## config.mk

```make
export PLATFORM = sky130hd
export DESIGN_NAME = dmem_arbiter
export DESIGN_NICKNAME = d
export VERILOG_FILES = /design/src/rtl/dmem_pkg.sv /design/src/rtl/dmem_arbiter_rr_arb2.sv /design/src/rtl/dmem_arbiter.sv
export SDC_FILE = /design/constraint.sdc
export NUM_CORES = 1
export LEC_CHECK = 0
export CAP_MARGIN = 20
export CORE_AREA = 2 2 115 117
export CTS_CLUSTER_SIZE = 24
export DETAILED_ROUTE_END_ITERATION = 10
export DIE_AREA = 0 0 117 119
export PLACE_DENSITY = 0.7
export SYNTH_ARGS = -nofsm -noshare
export SYNTH_HDL_FRONTEND = slang
export SYNTH_HIERARCHICAL = 1
export SYNTH_SLANG_ARGS = --single-unit
```

## constraint.sdc

```tcl
create_clock -name clk -period 5.45 [get_ports clk]
set_input_delay 0.545 -clock clk [delete_from_list [all_inputs] [get_ports clk]]
set_output_delay 0.545 -clock clk [all_outputs]
set_load 0.01 [all_outputs]
```

## src/rtl/dmem_pkg.sv

```systemverilog
// Shared sizing and port constants for the data-memory arbiter and its round-robin core.
package dmem_pkg;

  localparam int WIDTH          = 32;
  localparam int MEM_WIDTH      = 8;
  localparam int MEM_DEPTH      = 1024;
  localparam int LAST_WORD_ADDR = MEM_DEPTH - 4;

  localparam int PORT0 = 0;
  localparam int PORT1 = 1;

  typedef enum logic {
    PTR_PORT0 = 1'b0,
    PTR_PORT1 = 1'b1
  } rr_ptr_e;

endpackage

```

## src/rtl/dmem_arbiter_rr_arb2.sv

```systemverilog
// Two-way round-robin grant logic: combinational grant, pointer flips to the other port after each grant.
module rr_arb2
  import dmem_pkg::*;
(
  input  logic       clk,
  input  logic       rst,
  input  logic [1:0] req,
  output logic [1:0] gnt
);

  rr_ptr_e ptr_q;
  rr_ptr_e ptr_d;

  always_comb begin
    gnt = 2'b00;
    if (!rst) begin
      case (req)
        2'b01:   gnt[PORT0] = 1'b1;
        2'b10:   gnt[PORT1] = 1'b1;
        2'b11: begin
          if (ptr_q == PTR_PORT0) gnt[PORT0] = 1'b1;
          else                    gnt[PORT1] = 1'b1;
        end
        default: gnt = 2'b00;
      endcase
    end

    ptr_d = ptr_q;
    if (gnt[PORT0])      ptr_d = PTR_PORT1;
    else if (gnt[PORT1]) ptr_d = PTR_PORT0;
  end

  always_ff @(posedge clk) begin
    if (rst) ptr_q <= PTR_PORT0;
    else     ptr_q <= ptr_d;
  end

endmodule

```

## src/rtl/dmem_arbiter.sv

```systemverilog
// Arbitrates two word-access requesters onto the byte-organised dmem and returns registered,
// range/alignment-checked responses one cycle after each grant.
module dmem_arbiter
  import dmem_pkg::*;
#(
  parameter int WIDTH     = dmem_pkg::WIDTH,
  parameter int MEM_WIDTH = dmem_pkg::MEM_WIDTH,
  parameter int MEM_DEPTH = dmem_pkg::MEM_DEPTH
) (
  input  logic             clk,
  input  logic             rst,
  input  logic             r0_req,
  input  logic             r0_we,
  input  logic [WIDTH-1:0] r0_addr,
  input  logic [WIDTH-1:0] r0_wdata,
  output logic             r0_gnt,
  output logic             r0_rvalid,
  output logic [WIDTH-1:0] r0_rdata,
  output logic             r0_err,
  input  logic             r1_req,
  input  logic             r1_we,
  input  logic [WIDTH-1:0] r1_addr,
  input  logic [WIDTH-1:0] r1_wdata,
  output logic             r1_gnt,
  output logic             r1_rvalid,
  output logic [WIDTH-1:0] r1_rdata,
  output logic             r1_err,
  output logic             dmem_sel,
  output logic [WIDTH-1:0] dmem_addr,
  output logic [WIDTH-1:0] dmem_wdata,
  input  logic [WIDTH-1:0] dmem_rdata
);

  localparam int WORD_BYTES = WIDTH / MEM_WIDTH;
  // Highest byte address at which a whole word still fits inside dmem.
  localparam logic [WIDTH-1:0] LAST_ADDR = WIDTH'(MEM_DEPTH - WORD_BYTES);

  logic [1:0]            req;
  logic [1:0]            we;
  logic [1:0]            gnt;
  logic [1:0][WIDTH-1:0] addr;
  logic [1:0][WIDTH-1:0] wdata;

  assign req   = {r1_req, r0_req};
  assign we    = {r1_we, r0_we};
  assign addr  = {r1_addr, r0_addr};
  assign wdata = {r1_wdata, r0_wdata};

  rr_arb2 u_rr_arb2 (
    .clk (clk),
    .rst (rst),
    .req (req),
    .gnt (gnt)
  );

  logic             acc_valid;
  logic             acc_port;
  logic             acc_we;
  logic             acc_err;
  logic [WIDTH-1:0] acc_addr;
  logic [WIDTH-1:0] acc_wdata;

  always_comb begin
    acc_valid = |gnt;
    acc_port  = gnt[PORT1];
    acc_we    = we[acc_port];
    acc_addr  = addr[acc_port];
    acc_wdata = wdata[acc_port];
    acc_err   = acc_valid && ((acc_addr[1:0] != 2'b00) || (acc_addr > LAST_ADDR));

    // Error accesses still consume the grant but never reach dmem.
    dmem_sel   = acc_valid && acc_we && !acc_err;
    dmem_addr  = (acc_valid && !acc_err) ? acc_addr : '0;
    dmem_wdata = dmem_sel ? acc_wdata : '0;
  end

  for (genvar gi = 0; gi < 2; gi++) begin : g_port
    logic             rvalid_q;
    logic             rvalid_d;
    logic             err_q;
    logic             err_d;
    logic [WIDTH-1:0] rdata_q;
    logic [WIDTH-1:0] rdata_d;

    always_comb begin
      rvalid_d = gnt[gi];
      err_d    = gnt[gi] && acc_err;
      rdata_d  = rdata_q;
      if (gnt[gi]) rdata_d = (acc_err || acc_we) ? '0 : dmem_rdata;
    end

    always_ff @(posedge clk) begin
      if (rst) begin
        rvalid_q <= 1'b0;
        err_q    <= 1'b0;
        rdata_q  <= '0;
      end else begin
        rvalid_q <= rvalid_d;
        err_q    <= err_d;
        rdata_q  <= rdata_d;
      end
    end
  end

  assign r0_gnt    = gnt[PORT0];
  assign r1_gnt    = gnt[PORT1];
  assign r0_rvalid = g_port[PORT0].rvalid_q;
  assign r0_err    = g_port[PORT0].err_q;
  assign r0_rdata  = g_port[PORT0].rdata_q;
  assign r1_rvalid = g_port[PORT1].rvalid_q;
  assign r1_err    = g_port[PORT1].err_q;
  assign r1_rdata  = g_port[PORT1].rdata_q;

endmodule

```

==> results of run 1 <==
synth_stat cells, types with 4 or more instances:
cell type,n
a32o_1,32
buf_2,7
buf_4,26
clkbuf_1,24
dfxtp_1,69
mux2i_1,41
nand2_1,65
nor2_1,4
nor3_1,10
nor4_1,40
o21ai_1,30
placed cells by master, fill, tap and decap left out, drive strengths merged:
| cell | n |
|---|---|
| o2111a | 1 |
| or3 | 1 |
| a21oi | 2 |
| mux2i | 41 |
| o21a | 1 |
| buf | 7 |
| nor3 | 11 |
| clkinv | 1 |
| clkbuf | 12 |
| nor3b | 1 |
| conb | 24 |
| nand2 | 65 |
| a21boi | 2 |
| nand3 | 2 |
| bufinv | 1 |
| o21ai | 32 |
| and2 | 2 |
| nand4 | 1 |
| nand3b | 1 |
| or2 | 1 |
| or4b | 1 |
| nor2b | 3 |
| nor4 | 40 |
| clkdlybuf4s50 | 276 |
| dfxtp | 69 |
| or4 | 2 |
| and3 | 1 |
| a32o | 32 |
| nor2 | 4 |
| inv | 1 |
layer usage:
layer	routed length (um)	part of all wire, %	vias up	GRT usage (%)
li1	-	-	1856	-
met1	5370	40	1766	21.3
met4	304	2.2	0	6.76
met2	6760	50	184	34.0
met5	0	0	-	0
met3	1100	8.1	17	5.19
cell type report:
class	count	share of cell area, %
Clock buffer	12	3.81
Clock inverter	2	0.542
Inverter	1	0.0580
Multi-Input combinational cell	271	27.0
Sequential cell	69	21.4
Tap cell	176	3.40
Timing Repair Buffer	283	43.8
per-stage QoR:
stage / hold WS, ps / instances / worst slack, ps / power [mW] / cell area (um2)
global placement: 434 / 799 / 1350 / 0.726 / 6160
floorplan: 469 / 401 / 2280 / 0.597 / 3450
finish: 443 / 814 / 1300 / 1.27 / 6470
CTS: 446 / 814 / 1280 / 1.29 / 6470
global route: 466 / 814 / 1090 / 1.32 / 6470
detailed placement: 439 / 800 / 1290 / 0.728 / 6190
report_power, final:
part / switching (mW) / internal, mW
registers: 0.000884 / 0.507
clock network: 0.193 / 0.360
logic: 0.0793 / 0.131
flip-flops by register name, summed over array words and instances, names as in the netlist:
signal	count
r0_err	1
r1_rdata	32
r0_rdata	32
r1_err	1
r1_rvalid	1
r0_rvalid	1
u_rr_arb2/ptr_q	1
worst max-delay path, cell delays in order:
cell and delay (ps):
clkdlybuf4s50_1 630, nor3b_4 280, or4b_1 470, nor3_2 140, and3_1 260, a21oi_4 170, nor4_1 450, clkdlybuf4s50_1 630
kinds of logic after synthesis:
| kind of cell | Yosys count | synth area share [%] |
|---|---|---|
| AND/OR/NAND/NOR | 136 | 20.2 |
| AO/OA/AOI/OAI | 70 | 15.7 |
| flip-flops | 69 | 41.1 |
| buffers and inverters | 61 | 10.6 |
| multiplexers | 41 | 12.2 |
| other | 1 | 0.112 |
final timing paths:
path	depth (start not counted)	slack (ps)	end	startpoint
max	8	1300	dmem_wdata[7]	r1_req
max reg2reg	6	2260	r0_rdata[2]	u_rr_arb2/ptr_q
min	2	440	r1_rdata[22]	r1_rdata[22]
min reg2reg	2	440	r1_rdata[22]	r1_rdata[22]
==> metrics.txt, run 1 <==
Clock transition at path regs=50 ps; period utilisation layout=76.1%; number of global-route vias before repair=3,880; post-synthesis sequential area ratio=41.1%; Max Clk Rate=241 MHz; slew margin rel.=29.6%; Skew-Pair Late Insertion Delay=320 ps; die area=13,900 um2; Storage cell area=1380 um2; htree depth=3; buffer depth of the longest clock path=2; crit-path max FO=41; Fin. Hold Viols=0; Die Wd=117 um; first-pass GRT wire length=20,300 um; global placer's final weighted congestion=0.855; detailed placement HPWL=10,600 um; Layout Nets=801; gr usage total=19.0%; initial antenna violation count=0; final WL=13,500 um; Setup crit end kind=output port; peak supply drop=0.000129 V; Setup Skew=8.23 ps; number of synthesized flops with an enable pin=0; gr ovfl total=0; CTS Hold Bufs=0; Yosys warnings=6; status=complete, no violations; Sink Count=69; max cap viols=0; pin count of the biggest net entering global routing=65; min Tclk post-route=4150 ps; wire per inst=16.6 um; WP data arrival=3600 ps; Synth cell types=32; via count=3,823; post-synth top area share=41.1%; Initial Utilization=26.1%; PwrDens=196 nW/um2; RSZ-0062 raised after global routing=false; DRC violations left=0; CTS tree=done; synth top area cells=dfxtp_1 41%, mux2i_1 12%, a32o_1 9.5%, nor4_1 7.4%, nand2_1 7.3%; Initial DRC Count=215; Multi-input gate area=1750 um2; FF+latch count, synth=69; setup violators final=0; Leak=2.22 nW; Syn Inst Count=378; Synth Flop Type=dfxtp_1; layout cell share with drive strength beyond 1=4.55%; setup_tns=0 ps; drt pass-1 iters=4; Layout area overhead=92.3%; total CTS buffers=9; vias per inst=4.70; Async SR Flop Fraction=0%; crit path kind=in2out; filler cell count=1,203; IO Count=301; ant diodes=0; final core occ=50.2%; Worst Hold Class=reg2reg; Placeable Area=12,900 um2; leading area contributor after synthesis=dfxtp_1; Setup Fix Bufs, Post-CTS=0; WP data required=4910 ps; Port Buffer Count=276; row count=42; Slew @ Worst Pin=1030 ps; post-cts repair resize count=0; critical path launch point type=primary input; Clk Tree Root Cell=clkbuf_16; Final Slew Violations=0; Avg Cell Area, Syn=8.90 um2; Post-DRT Antenna Nets=0; Die Y-Extent=119 um; Syn Std Cell Area=3360 um2
(Power assumes the default switching activity.)
==> run 2, diff against run 1 <==
- CORE_AREA: 2 2 115 117 -> 2 2 116 118
- DIE_AREA: 0 0 117 119 -> 0 0 118 120
- PLACE_DENSITY: 0.7 -> 0.72
- clock period: 5.45 -> 3.4 ns (I/O delays scaled with it)
==> metrics.txt, run 2 (synthesis gave the netlist of run 1 again) <==
status=complete, no violations (unchanged); Setup crit end kind=output port (unchanged); CTS Hold Bufs=0 (unchanged); Placeable Area=13,000 um2 (was 12,900 um2); Clock transition at path regs=50 ps (about the same); buffer depth of the longest clock path=2 (unchanged); crit path cell chain=clkdlybuf4s50_1 -> nor2b_1 -> nor3b_4 -> or4b_1 -> nor3_2 -> and3_4 -> a21oi_2 -> buf_12 -> nor4_2 -> dlygate4sd2_1 (was clkdlybuf4s50_1 -> nor3b_4 -> or4b_1 -> nor3_2 -> and3_1 -> a21oi_4 -> nor4_1 -> clkdlybuf4s50_1); Die Y-Extent=120 um (was 119 um); CTS tree=done (unchanged); placed cells=808 (was 800); crit-path max FO=41 (unchanged); number of global-route vias before repair=3,752 (was 3,880); wire per inst=17.3 um (was 16.6 um); final core occ=50.5% (was 50.2%); via count=3,902 (was 3,823); drt pass-1 iters=5 (was 4); DRC violations left=0 (unchanged); final WL=14,200 um (was 13,500 um); die area=14,200 um2 (was 13,900 um2); non-filler cells, final=824 (was 814); total CTS buffers=9 (unchanged); Layout Nets=809 (was 801); htree depth=3 (unchanged); Top delay family on crit path=simple AND/OR/NAND/NOR gates (unchanged); Clk Tree Root Cell=clkbuf_16 (unchanged); IO Count=301 (unchanged); Post-DRT Antenna Nets=0 (unchanged); dpl cell area=6260 um2 (was 6190 um2); Final Slew Violations=0 (unchanged); detailed placement HPWL=11,000 um (was 10,600 um); max cap viols=0 (unchanged); WP data required=3060 ps (was 4910 ps); RSZ-0062 raised after global routing=true (was false); setup violators final=0 (unchanged); design area=6560 um2 (was 6470 um2); Layout area overhead=95.1% (was 92.3%); PwrDens=319 nW/um2 (was 196 nW/um2); setup_tns=0 ps (unchanged); critical path launch point type=primary input (unchanged); Die Wd=118 um (was 117 um); global placer's final weighted congestion=0.849 (was 0.855); post-cts repair resize count=42 (was 0); commonest non-fill, non-tap cell in the layout=clkdlybuf4s50_1 (unchanged); WP data arrival=2940 ps (was 3600 ps); Worst Path Buf+Inv=3 (was 2); Worst Hold Class=reg2reg (unchanged); row count=42 (unchanged); Max Clk Rate=305 MHz; peak supply drop=0.000212 V (was 0.000129 V); gr usage total=19.4% (was 19.0%); first-pass GRT wire length=21,400 um (was 20,300 um); Sink Count=69 (unchanged); max incr delay on CP=480 ps (was 630 ps); Initial Utilization=25.9% (was 26.1%); gr ovfl total=0 (unchanged); slew margin rel.=32.5% (was 29.6%); period utilisation layout=96.4%; layout cell share with drive strength beyond 1=6.97% (was 4.55%); Slowest cell on crit path=or4b_1 (was clkdlybuf4s50_1); crit path kind=in2out (unchanged); vias per inst=4.74 (was 4.70); Setup Fix Bufs, Post-CTS=0 (unchanged); Initial DRC Count=239 (was 215); Slew @ Worst Pin=1010 ps (was 1030 ps); pin count of the biggest net entering global routing=65 (unchanged); Hold WS=442 ps (was 443 ps); Setup Skew=5.38 ps (was 8.23 ps); min Tclk post-route=3280 ps; Leak=2.50 nW (was 2.22 nW); initial antenna violation count=2 (was 0); Skew-Pair Late Insertion Delay=320 ps (about the same); commonest cells after routing, fill and taps aside=235 x clkdlybuf4s50_1, 69 x dfxtp_1, 65 x nand2_1 (was 276 x clkdlybuf4s50_1, 69 x dfxtp_1, 65 x nand2_1); Fin. Hold Viols=0 (unchanged); Port Buffer Count=276 (unchanged)
run 2: changes by cell type in the layout (fill, tap and decap cells not counted), sizes merged:
cell	previous run	this run
dlygate4sd2	0	39
clkinv	1	0
diode	0	2
buf	7	15
clkdlybuf4s50	276	235
clkbuf	12	13
dlymetal6s2s	0	2
run 2: report_power, final:
part | switching [mW] | internal (mW) | total, mW
logic | 0.134 | 0.213 | 0.347
clock network | 0.310 | 0.619 | 0.929
registers | 0.00134 | 0.812 | 0.814
run 2: metrics by stage:
stage	total power, mW	setup slack, ps
final	2.09	124
after global routing	2.17	-17.3
after CTS	2.11	1.05
after detailed placement	1.17	-358
after global placement	1.17	-249
after floorplan	0.956	642
run 2: final cells by class:
cell class                 count  area (um2)
sequential                    69        1380
clock inverter                 1        30.0
timing repair buffer         291        2870
clock buffer                  13         270
tap                          176         220
fill                        1216        6420
multi-input combinational    271        1780
antenna                        2        5.00
inverter                       1        3.75
run 2: path summary, 6_finish.rpt:
kind | start | end | slack (ps) | cells after the start
setup / recovery | r0_req | dmem_wdata[6] | 120 | 10
hold / removal | r1_rdata[9] | r1_rdata[9] | 440 | 2
setup reg to reg | u_rr_arb2/ptr_q | r1_rdata[31] | 1020 | 9
hold reg to reg | r1_rdata[9] | r1_rdata[9] | 440 | 2
run 2: layer usage:
layer | part of all wire, % | wire length, um | track usage, %
met1 | 40 | 5700 | 22.4
met2 | 51 | 7320 | 34.9
met3 | 6.7 | 959 | 4.66
met4 | 1.7 | 246 | 6.55
met5 | 0 | 0 | 0
run 2: worst reg2reg max path, stage by stage, from the launching register on:
cell	delay (ps)
dfxtp_1	360
nor2b_1	90
nor3b_4	270
or4b_1	480
nor3_2	140
buf_4	130
nand3_1	50
or3_1	310
buf_4	250
o21ai_0	220
